<file path="config.mk">
export PLATFORM = sky130hd
export DESIGN_NAME = ifetch_flat
export DESIGN_NICKNAME = d
export VERILOG_FILES = /design/src/rtl/ifetch_pkg.sv /design/src/rtl/ifetch_if.sv /design/src/rtl/ifetch_fifo.sv /design/src/rtl/ifetch.sv /design/src/flat_wrapper.sv
export SDC_FILE = /design/constraint.sdc
export NUM_CORES = 1
export LEC_CHECK = 0
export CAP_MARGIN = 20
export CORE_AREA = 2 2 110 70
export DETAILED_ROUTE_END_ITERATION = 12
export DIE_AREA = 0 0 112 72
export GPL_TIMING_DRIVEN = 1
export PLACE_DENSITY = 0.89
export SETUP_SLACK_MARGIN = 0.1
export SLEW_MARGIN = 20
export SYNTH_ARGS = -nofsm -noshare
export SYNTH_HDL_FRONTEND = slang
export SYNTH_HIERARCHICAL = 1
export SYNTH_SLANG_ARGS = --single-unit
</file>
<file path="constraint.sdc">
create_clock -name clk -period 3.1 [get_ports clk]
set_input_delay 0.31 -clock clk [delete_from_list [all_inputs] [get_ports clk]]
set_output_delay 0.31 -clock clk [all_outputs]
set_load 0.02 [all_outputs]
</file>
<file path="src/rtl/ifetch_pkg.sv">
// Shared definitions for the instruction fetch unit: widths, controller opcodes, FSM encodings.
package ifetch_pkg;

    localparam int ADDR_W_DEF = 16;
    localparam int INSTR_W    = 8;

    // Opcode nibble (instr[7:4]) values decoded by the sequencing controller
    localparam logic [3:0] OP_NOP  = 4'h0;
    localparam logic [3:0] OP_LDI  = 4'h1;
    localparam logic [3:0] OP_OUT  = 4'h2;
    localparam logic [3:0] OP_WAIT = 4'h3;
    localparam logic [3:0] OP_JMP  = 4'h4;
    localparam logic [3:0] OP_JNZ  = 4'h5;

    typedef enum logic [1:0] {
        ST_IDLE    = 2'd0,
        ST_REQ     = 2'd1,
        ST_DISCARD = 2'd2
    } state_t;

    function automatic logic [3:0] opcode_of(input logic [INSTR_W-1:0] b);
        return b[7:4];
    endfunction

endpackage

</file>
<file path="src/rtl/ifetch_if.sv">
// Fetch unit bus: program-memory req/ack port, controller valid/ready port and redirect.
interface ifetch_if #(
    parameter int ADDR_W = ifetch_pkg::ADDR_W_DEF
);
    logic              mem_req;
    logic [ADDR_W-1:0] mem_addr;
    logic              mem_ack;
    logic [7:0]        mem_data;
    logic [7:0]        instr;
    logic              instr_valid;
    logic              instr_ready;
    logic              jump;
    logic [ADDR_W-1:0] jump_addr;
    logic [ADDR_W-1:0] pc;

    modport master (
        output mem_req, mem_addr, instr, instr_valid, pc,
        input  mem_ack, mem_data, instr_ready, jump, jump_addr
    );

    modport slave (
        input  mem_req, mem_addr, instr, instr_valid, pc,
        output mem_ack, mem_data, instr_ready, jump, jump_addr
    );
endinterface

</file>
<file path="src/rtl/ifetch_fifo.sv">
// Prefetch buffer: DEPTH x W synchronous FIFO with occupancy count, flush and sync reset.
module ifetch_fifo #(
    parameter int DEPTH = 2,
    parameter int W     = 8
) (
    input  logic                   clk,
    input  logic                   rst,
    input  logic                   push,
    input  logic [W-1:0]           push_data,
    input  logic                   pop,
    input  logic                   flush,
    output logic [W-1:0]           head,
    output logic [$clog2(DEPTH):0] count
);
    localparam int AW = $clog2(DEPTH);

    logic [W-1:0]  mem [DEPTH];
    logic [AW-1:0] wr_ptr;
    logic [AW-1:0] rd_ptr;

    always_ff @(posedge clk) begin
        if (rst || flush) begin
            wr_ptr <= '0;
            rd_ptr <= '0;
            count  <= '0;
        end else begin
            if (push) wr_ptr <= wr_ptr + AW'(1);
            if (pop)  rd_ptr <= rd_ptr + AW'(1);
            count <= count + (AW+1)'(push) - (AW+1)'(pop);
        end
    end

    // Storage carries no reset; only entries below count are ever observed
    always_ff @(posedge clk) begin
        if (push && !flush) mem[wr_ptr] <= push_data;
    end

    assign head = mem[rd_ptr];

endmodule

</file>
<file path="src/rtl/ifetch.sv">
// Instruction fetch unit: walks the PC, prefetches bytes over req/ack, serves them valid/ready.
// Build option IFETCH_BYPASS_EN: forward mem_data straight to instr when the buffer is empty.
//
// state      | meaning
// ST_IDLE    | nothing outstanding; issue a request when the buffer has room
// ST_REQ     | request outstanding; returned byte is kept
// ST_DISCARD | request outstanding across a jump; returned byte is dropped
module ifetch
    import ifetch_pkg::*;
#(
    parameter int                ADDR_W   = ADDR_W_DEF,
    parameter int                DEPTH    = 2,
    parameter logic [ADDR_W-1:0] RESET_PC = '0
) (
    input logic      clk,
    input logic      rst,
    ifetch_if.master bus
);
    localparam int            CW      = $clog2(DEPTH) + 1;
    localparam logic [CW-1:0] DEPTH_C = CW'(DEPTH);

    state_t              state;
    logic                req_q;
    logic [ADDR_W-1:0]   addr_q;
    logic [ADDR_W-1:0]   fptr;
    logic [ADDR_W-1:0]   pc_q;
    logic [CW-1:0]       count;
    logic [CW-1:0]       count_after;
    logic [INSTR_W-1:0]  head;
    logic                fifo_valid;
    logic                ack_live;
    logic                byp;
    logic                take;
    logic                pop;
    logic                push;

    assign fifo_valid = (count != '0);
    assign ack_live   = bus.mem_ack && (state == ST_REQ) && !bus.jump;
`ifdef IFETCH_BYPASS_EN
    assign byp = ack_live && !fifo_valid;
`else
    assign byp = 1'b0;
`endif
    // A jump cancels any consume in the same cycle
    assign take        = (fifo_valid || byp) && bus.instr_ready && !bus.jump;
    assign pop         = take && fifo_valid;
    assign push        = ack_live && !(take && !fifo_valid);
    assign count_after = count + CW'(push) - CW'(pop);

    ifetch_fifo #(.DEPTH(DEPTH), .W(INSTR_W)) u_fifo (
        .clk       (clk),
        .rst       (rst),
        .push      (push),
        .push_data (bus.mem_data),
        .pop       (pop),
        .flush     (bus.jump),
        .head      (head),
        .count     (count)
    );

    assign bus.mem_req     = req_q;
    assign bus.mem_addr    = addr_q;
    assign bus.pc          = pc_q;
    assign bus.instr_valid = fifo_valid || byp;
    assign bus.instr       = fifo_valid ? head : (byp ? bus.mem_data : '0);

    always_ff @(posedge clk) begin
        if (rst) begin
            state  <= ST_IDLE;
            req_q  <= 1'b0;
            addr_q <= RESET_PC;
            fptr   <= RESET_PC;
            pc_q   <= RESET_PC;
        end else begin
            if (bus.jump) begin
                fptr <= bus.jump_addr;
                pc_q <= bus.jump_addr;
            end else if (take) begin
                pc_q <= pc_q + ADDR_W'(1);
            end

            case (state)
                ST_IDLE: begin
                    if (!bus.jump && count < DEPTH_C) begin
                        req_q  <= 1'b1;
                        addr_q <= fptr;
                        state  <= ST_REQ;
                    end
                end
                ST_REQ: begin
                    if (bus.jump) begin
                        if (bus.mem_ack) begin
                            req_q <= 1'b0;
                            state <= ST_IDLE;
                        end else begin
                            state <= ST_DISCARD;
                        end
                    end else if (bus.mem_ack) begin
                        fptr <= fptr + ADDR_W'(1);
                        // Chain straight into the next request if the buffer still has room
                        if (count_after < DEPTH_C) begin
                            addr_q <= fptr + ADDR_W'(1);
                        end else begin
                            req_q <= 1'b0;
                            state <= ST_IDLE;
                        end
                    end
                end
                ST_DISCARD: begin
                    if (bus.mem_ack) begin
                        req_q <= 1'b0;
                        state <= ST_IDLE;
                    end
                end
                default: begin
                    req_q <= 1'b0;
                    state <= ST_IDLE;
                end
            endcase
        end
    end

endmodule

</file>
<file path="src/flat_wrapper.sv">
// flat-port wrapper written by rule: the top's interface ports become plain ports
module ifetch_flat import ifetch_pkg::*;
#(
    parameter int                ADDR_W   = ADDR_W_DEF,
    parameter int                DEPTH    = 2,
    parameter logic [ADDR_W-1:0] RESET_PC = '0
)
  (clk, rst, bus_mem_req, bus_mem_addr, bus_instr, bus_instr_valid, bus_pc, bus_mem_ack, bus_mem_data, bus_instr_ready, bus_jump, bus_jump_addr);
  ifetch_if #(.ADDR_W(ADDR_W)) bus_i ();
  input logic clk;
  input logic rst;
  output wire logic [$bits(bus_i.mem_req)-1:0] bus_mem_req;
  output wire logic [$bits(bus_i.mem_addr)-1:0] bus_mem_addr;
  output wire logic [$bits(bus_i.instr)-1:0] bus_instr;
  output wire logic [$bits(bus_i.instr_valid)-1:0] bus_instr_valid;
  output wire logic [$bits(bus_i.pc)-1:0] bus_pc;
  input wire logic [$bits(bus_i.mem_ack)-1:0] bus_mem_ack;
  input wire logic [$bits(bus_i.mem_data)-1:0] bus_mem_data;
  input wire logic [$bits(bus_i.instr_ready)-1:0] bus_instr_ready;
  input wire logic [$bits(bus_i.jump)-1:0] bus_jump;
  input wire logic [$bits(bus_i.jump_addr)-1:0] bus_jump_addr;
  assign bus_mem_req = bus_i.mem_req;
  assign bus_mem_addr = bus_i.mem_addr;
  assign bus_instr = bus_i.instr;
  assign bus_instr_valid = bus_i.instr_valid;
  assign bus_pc = bus_i.pc;
  assign bus_i.mem_ack = bus_mem_ack;
  assign bus_i.mem_data = bus_mem_data;
  assign bus_i.instr_ready = bus_instr_ready;
  assign bus_i.jump = bus_jump;
  assign bus_i.jump_addr = bus_jump_addr;
  ifetch #(.ADDR_W(ADDR_W), .DEPTH(DEPTH), .RESET_PC(RESET_PC)) u_core (.clk(clk), .rst(rst), .bus(bus_i));
endmodule
</file>
After elaboration in Yosys (flattened, before gate mapping)
Memories as Yosys holds them, arrays and structs flattened. A register that Yosys moved wholly into a read port is not among the register bits.
Index checks and enable logic that the tools add are counted.
W data, S select, Z words.
{"block": "classes", "add_sub_neg": 6, "n_lt_le_gt_ge": 2, "eq_ne": 9, "n_mux": 29, "reduce_logical": 20}
{"op": "$mux W16", "count": 10}
{"op": "$add A16 B1 Y16 const B", "count": 2}
{"op": "$pmux W16 S2", "count": 1}
{"op": "$mux W2", "count": 6}
{"op": "$logic_and A1 B1 Y1", "count": 9}
{"op": "$mux W1", "count": 9}
{"op": "$mux W8", "count": 1}
{"op": "$ne A2 B2 Y1 const B", "count": 4}
{"op": "$ne A3 B3 Y1 const B", "count": 2}
{"op": "$pmux W2 S3", "count": 1}
{"op": "$reduce_bool A2 Y1", "count": 3}
{"op": "$reduce_and A5 Y1", "count": 1}
{"op": "$lt A2 B2 Y1 const B", "count": 2}
{"op": "$reduce_and A4 Y1", "count": 1}
{"op": "$logic_not A1 Y1", "count": 3}
{"op": "$pmux W1 S3", "count": 1}
{"op": "$reduce_and A3 Y1", "count": 1}
{"op": "$add A1 B1 Y1 const B", "count": 2}
{"op": "$add A2 B1 Y2", "count": 1}
{"op": "$eq A2 B1 Y1 const B", "count": 1}
{"op": "$eq A2 B2 Y1 const B", "count": 1}
{"op": "$logic_not A2 Y1", "count": 1}
{"op": "$ne A2 B1 Y1 const B", "count": 1}
{"op": "$sub A2 B1 Y2", "count": 1}
{"op": "$logic_or A1 B1 Y1", "count": 1}
{"block": "totals", "ff_bits": 55, "ramBits": 16, "in_bits": 29, "wordCells": 75, "memories": 1}
{"name": "u_core.u_fifo.mem", "depth": 2, "width": 8, "read_ports": 1, "rd_ports_with_merged_regs": 1, "write_ports": 1, "line_no": "ifetch_fifo.sv:17", "source": "logic [W-1:0] mem [DEPTH];"}

Longest topological paths before layout
{"block": "depth", "depth_word": 13, "depth_mapped": 13, "mapped_depth_nobuf": 10}

Cells and area by module
Netlist, hierarchy kept.
{"mod": "ifetch", "instances": 1, "cells_each": 314, "area_each_um2": 2766.4, "seq_area_each_um2": 1021.0}
{"mod": "ifetch_fifo", "instances": 1, "cells_each": 44, "area_each_um2": 793.3, "seq_area_each_um2": 580.6}

Worst setup path before layout
No wires, ideal clock.
{"block": "synth_path", "path_type": "reg-to-reg", "from": "reg u_core.state[0]", "to": "reg u_core.addr_q[8], in the netlist u_core/bus.mem_addr[8]", "arrival_time_ns": 2.520, "setup_slack_ns": 0.468, "path_stages_with_launch": 14, "synth_period_minus_slack_ns": 2.632, "cell_sequence": "dfxtp_1 > buf_4 > nor2b_1 > buf_2 > and2_1 > buf_2 > nand2_1 > ha_1 > nand2b_1 > xnor2_2 > mux2i_1 > buf_2 > nor3_1 > a2111oi_1"}
{"block": "synth_via", "elab_chain_cells": 9, "elab_cells_between_ends": 15, "cone_classes": "add/sub: 2; order compare: 1; eq/ne: 5; mux: 1; reduce/logical: 6"}
{"item": "start: declaration", "line_no": "ifetch.sv:22", "source": "state_t state;"}
{"item": "start signal: assignment", "line_no": "ifetch.sv:69", "source": "state <= ST_IDLE;"}
{"item": "start signal: assignment", "line_no": "ifetch.sv:87", "source": "state <= ST_REQ;"}
{"item": "start signal: assignment", "line_no": "ifetch.sv:94", "source": "state <= ST_IDLE;"}
{"item": "$eq A2 B1 Y1", "line_no": "ifetch.sv:38, ifetch.sv:82"}
{"item": "$logic_and A1 B1 Y1 (2 in series)", "line_no": "ifetch.sv:38", "source": "assign ack_live = bus.mem_ack && (state == ST_REQ) && !bus.jump;"}
{"item": "$logic_and A1 B1 Y1", "line_no": "ifetch.sv:47", "source": "assign push = ack_live && !(take && !fifo_valid);"}
{"item": "$add A2 B1 Y2", "line_no": "ifetch.sv:48", "source": "assign count_after = count + CW'(push) - CW'(pop);"}
{"item": "$sub A2 B1 Y2", "line_no": "ifetch.sv:48"}
{"item": "$lt A2 B2 Y1", "line_no": "ifetch.sv:101", "source": "if (count_after < DEPTH_C) begin"}
{"item": "$ne A2 B2 Y1 (no line)"}
{"item": "$reduce_and A5 Y1 (no line)"}
{"item": "end signal: assignment", "line_no": "ifetch.sv:86", "source": "addr_q <= fptr;"}
{"item": "end signal: assignment", "line_no": "ifetch.sv:102", "source": "addr_q <= fptr + ADDR_W'(1);"}
{"item": "end: declaration", "line_no": "ifetch.sv:24", "source": "logic [ADDR_W-1:0] addr_q;"}
Several ways; a longest one is shown, not always the timed one.
A chain may end at the register's enable or synchronous reset.

Worst setup path after layout
{"block": "layout_path", "from": "reg u_core.u_fifo.count[1]", "to": "reg u_core.addr_q[10], in the netlist u_core/bus.mem_addr[10]"}
{"block": "layout_via", "elab_cells_between_ends": 16, "cone_classes": "add/sub: 2; order compare: 2; eq/ne: 2; reduce/logical: 10"}
{"item": "start: declaration", "line_no": "ifetch_fifo.sv:13", "source": "output logic [$clog2(DEPTH):0] count"}
{"item": "start signal: assignment", "line_no": "ifetch_fifo.sv:29", "source": "count <= count + (AW+1)'(push) - (AW+1)'(pop);"}
{"item": "$reduce_bool A2 Y1 (*)", "line_no": "ifetch.sv:37", "source": "assign fifo_valid = (count != '0);"}
{"item": "$logic_and A1 B1 Y1 (2 in series)", "line_no": "ifetch.sv:45", "source": "assign take = (fifo_valid || byp) && bus.instr_ready && !bus.jump;"}
{"item": "$logic_and A1 B1 Y1 (*)", "line_no": "ifetch.sv:46", "source": "assign pop = take && fifo_valid;"}
{"item": "via u_core.pop", "line_no": "ifetch.sv:34", "source": "logic pop;"}
{"item": "$sub A2 B1 Y2 (*)", "line_no": "ifetch.sv:48"}
{"item": "$lt A2 B2 Y1 (*)", "line_no": "ifetch.sv:101"}
{"item": "$ne A2 B2 Y1 (no line) (*)"}
{"item": "$reduce_and A5 Y1 (no line) (*)"}
Mark *: on every way through the listed nets, which the timed path passes. The rest lies on a longest branch.

==> impl_metrics.tcl <==
set metrics [dict create \
    grt.overflow.total 0 \
    tritoncts.num_buffers 9 \
    worst_hold_depth 2 \
    areaGrowthSynthToFinish_pct 30.5 \
    postLayoutCoreUtil_pct 66.1 \
    fin_nets 467 \
    final_common_cell "clkdlybuf4s50_1" \
    worst_setup_path_end_kind "flop" \
    fin_crit_ns 2.76 \
    synth_async_sr_flop_share_pct 0 \
    filler_cells_inserted 535 \
    synth-seq-cells 72 \
    most_used_dff_post_synth "dfxtp_1" \
    final-max-slew-violation-count 0 \
    detail_route.vias_per_cell 5.75 \
    worstPathRequired_ns 3.36 \
    run_status "completed" \
    route.vias.total 3044 \
    achievable-frequency_mhz 362 \
    worst_r2r_path_depth 10 \
    instances_no_fill 529 \
    power.static_leakage_nw 1.62 \
    grt_pass1_wl_um 14400 \
    numPortBuffers 70 \
    yosysUniqueCellTypes 49 \
    root_buffer "clkbuf_16" \
    worstSetupPathDepth 10 \
    ctsLongestPathBuffers 2 \
    start_kind "flop" \
    layout_skew_ns 0.00556 \
    tritoncts "yes" \
    post-route-period-util_pct 89.0 \
    layout.area.seq_um2 1600 \
    critical_path.endpoint "u_core/bus.mem_addr[10]" \
    grt_max_degree 48 \
    detailed_place_hpwl_um 6330 \
    numClockSinks 72 \
    global_placer_s_final_weighted_congestion 0.838 \
    critPathTopFamily "flip-flops" \
    yosys_warnings 6 \
    crit-reg2reg-launch "u_core/u_fifo/count[1]" \
    min-delay-path-class "flop to flop" \
    path_max_fanout 11 \
    grtUsageTotal_pct 22.5 \
    crit_path_start "u_core/u_fifo/count[1]" \
    finalInstanceArea_um2 4640 \
    dp.cells 513 \
    cp_data_arrival_time_ns 3.02 \
    mappedNetlistNets 392 \
    worst_r2r_endpoint "u_core/bus.mem_addr[10]" \
    power.density_cell_area_nw_per_um2 502 \
    cts_setup_buffers 0 \
    die_h_um 72 \
    critical_path.n_buffers_inverters 2 \
    r2r_setup_slack_ns 0.34 \
    synth.yosys.seq_area_share_pct 45.0 \
    worst_setup_path_type "flop to flop" \
    antenna_left 0 \
    routed_wl_um 8940 \
    timing.final.hold_violations 0 \
    cts-htree-levels 3 \
    floorplan.die_area_um2 8060 \
    synth_edf_count 16 \
    path_clk_slew_ns 0.06 \
    dpl-instance-area_um2 4360 \
    detail_route.drc_violations 0 \
    design.core.area_um2 7030 \
    syn_inst 358 \
    drt_first_iter_violations 268 \
    floorplan.initialDensity_pct 50.7 \
    antenna_violations_before_repair 0 \
    mostFrequentLayoutCells "clkdlybuf4s50_1 (70), dfxtp_1 (55), xor2_1 (23), xnor2_1 (22)" \
    multiInputGateArea_um2 1790 \
    max_cap_viol_count 0 \
    path_cells "o21ai_1 > nor2_1 > ha_1 > nand2b_1 > xnor2_2 > mux2i_1 > buf_4 > o21a_1 > buf_4 > mux2i_1" \
    timing_worst_slew_pin_value_ns 0.672 \
    finalSetupTns_ns 0 \
    slew_headroom_pct 54.8 \
    setup_viol 0 \
    grt_pass1_vias 2906 \
    drtPass1Iterations 5 \
    die_w_um 112 \
    std_cell_rows 24 \
    antenna-diode-count 0 \
    worst_path_max_delay_cell "dfxtp_1" \
    clock_insertion_delay_worst_skew_ns 0.33 \
    unrepaired_setup_endpoints_after_global_routing "no" \
    post_synth.cell_area_avg_um2 9.94 \
    drive_gt1_share_pct 10.0 \
    netlist_area_um2 3560 \
    floorplan.io_pins 71 \
    hold_slack_ns 0.471 \
    cpPeakStageDelay_ns 0.52 \
    power.ir.vdd_worst_mv 0.355 \
    detail_route.wl_per_cell_um 16.9 \
]
==> logic make-up after synthesis <==
family | synth area share [%]
compound gates | 16.3
xor+xnor | 12.2
fa+ha+maj | 1.76
buf+inv | 4.64
flops | 45.0
mux | 3.66
simple gates | 16.5
==> registers in the layout (all words and copies together), names as in the netlist, named ones only <==
signal                cells
u_core/bus.mem_addr      16
u_core/u_fifo/rd_ptr      1
u_core/fptr              16
u_core/bus.pc            16
u_core/u_fifo/wr_ptr      1
u_core/u_fifo/count       2
u_core/state              2
u_core/u_fifo/mem        16
u_core/bus.mem_req        1
==> cell usage after synthesis (9+ instances only) <==
cell type	n	area share, %
inv_1	17	1.8
nand3_1	12	1.7
a211oi_1	10	2.1
edfxtp_1	16	13
o21ai_0	10	1.4
nor3_1	12	1.7
xor2_1	23	5.7
nand2_1	19	2.0
nor2_1	19	2.0
nor2b_1	10	1.8
dfxtp_1	56	31
xnor2_1	22	5.4
nand4_1	11	1.9
a21boi_0	9	1.9
a21oi_1	10	1.4
clkbuf_1	9	0.95
==> worst min path at each step <==
stage | startpoint | to | slack (ns)
6_report | u_core/bus.mem_addr[9] | u_core/bus.mem_addr[9] | 0.47
5_1_grt | u_core/bus.mem_addr[10] | u_core/bus.mem_addr[10] | 0.51
4_1_cts | u_core/bus.mem_addr[9] | u_core/bus.mem_addr[9] | 0.47
3_5_place_dp | u_core/bus.mem_addr[9] | u_core/bus.mem_addr[9] | 0.47
3_3_place_gp | u_core/bus.mem_addr[10] | u_core/bus.mem_addr[10] | 0.45
2_1_floorplan | bus_jump | u_core/u_fifo/count[1] | 0.38
==> through the flow <==
| stage | setup WS [ns] | power, W |
|---|---|---|
| final | 0.341 | 0.00233 |
| after global routing | 0.173 | 0.00241 |
| after CTS | 0.308 | 0.00234 |
| after detailed placement | 0.149 | 0.00138 |
| after global placement | 0.280 | 0.00137 |
| after floorplan | 0.468 | 0.00124 |
==> timing repair <==
action | CTS | global route
hold buffers | 0 | 0
setup endpoints to repair | 0 | 1
resized for setup | 0 | 1
==> routing by layer <==
metal | routed length [µm] | vias up | GRT usage [%]
li1 | - | 1458 | -
met1 | 4170 | 1448 | 30.2
met2 | 4020 | 129 | 36.4
met3 | 662 | 9 | 6.52
met4 | 85 | 0 | 5.83
met5 | 0 | - | 0
==> report_power, final <==
group	leakage (nW)	internal [W]	switching (W)
registers	0.607	0.00101	0.0000554
clock network	0.121	0.000546	0.000418
logic	0.894	0.000152	0.000155
total	1.62	0.00170	0.000628
==> worst register-to-register path, delay by kind of cell (launching register included) <==
kind                       cells  cell delay (ns)
DFF                            1             0.52
muxes                          2             0.44
buffers and inverters          2             0.41
and+or+nand+nor                2             0.40
AOI/OAI and AO/OA              2             0.39
adders and majority gates      1             0.27
xor gates and xnor gates       1             0.26
==> final cells by class <==
| type | count | area share (%) |
|---|---|---|
| repair buffers | 82 | 17.0 |
| multi-input cells | 251 | 38.6 |
| inverters | 17 | 1.37 |
| clock buffers | 9 | 4.85 |
| flip-flops and latches | 72 | 34.5 |
| well taps | 91 | 2.45 |
| clock inverters | 7 | 1.19 |
No activity file was read; power rests on OpenSTA's default activity.
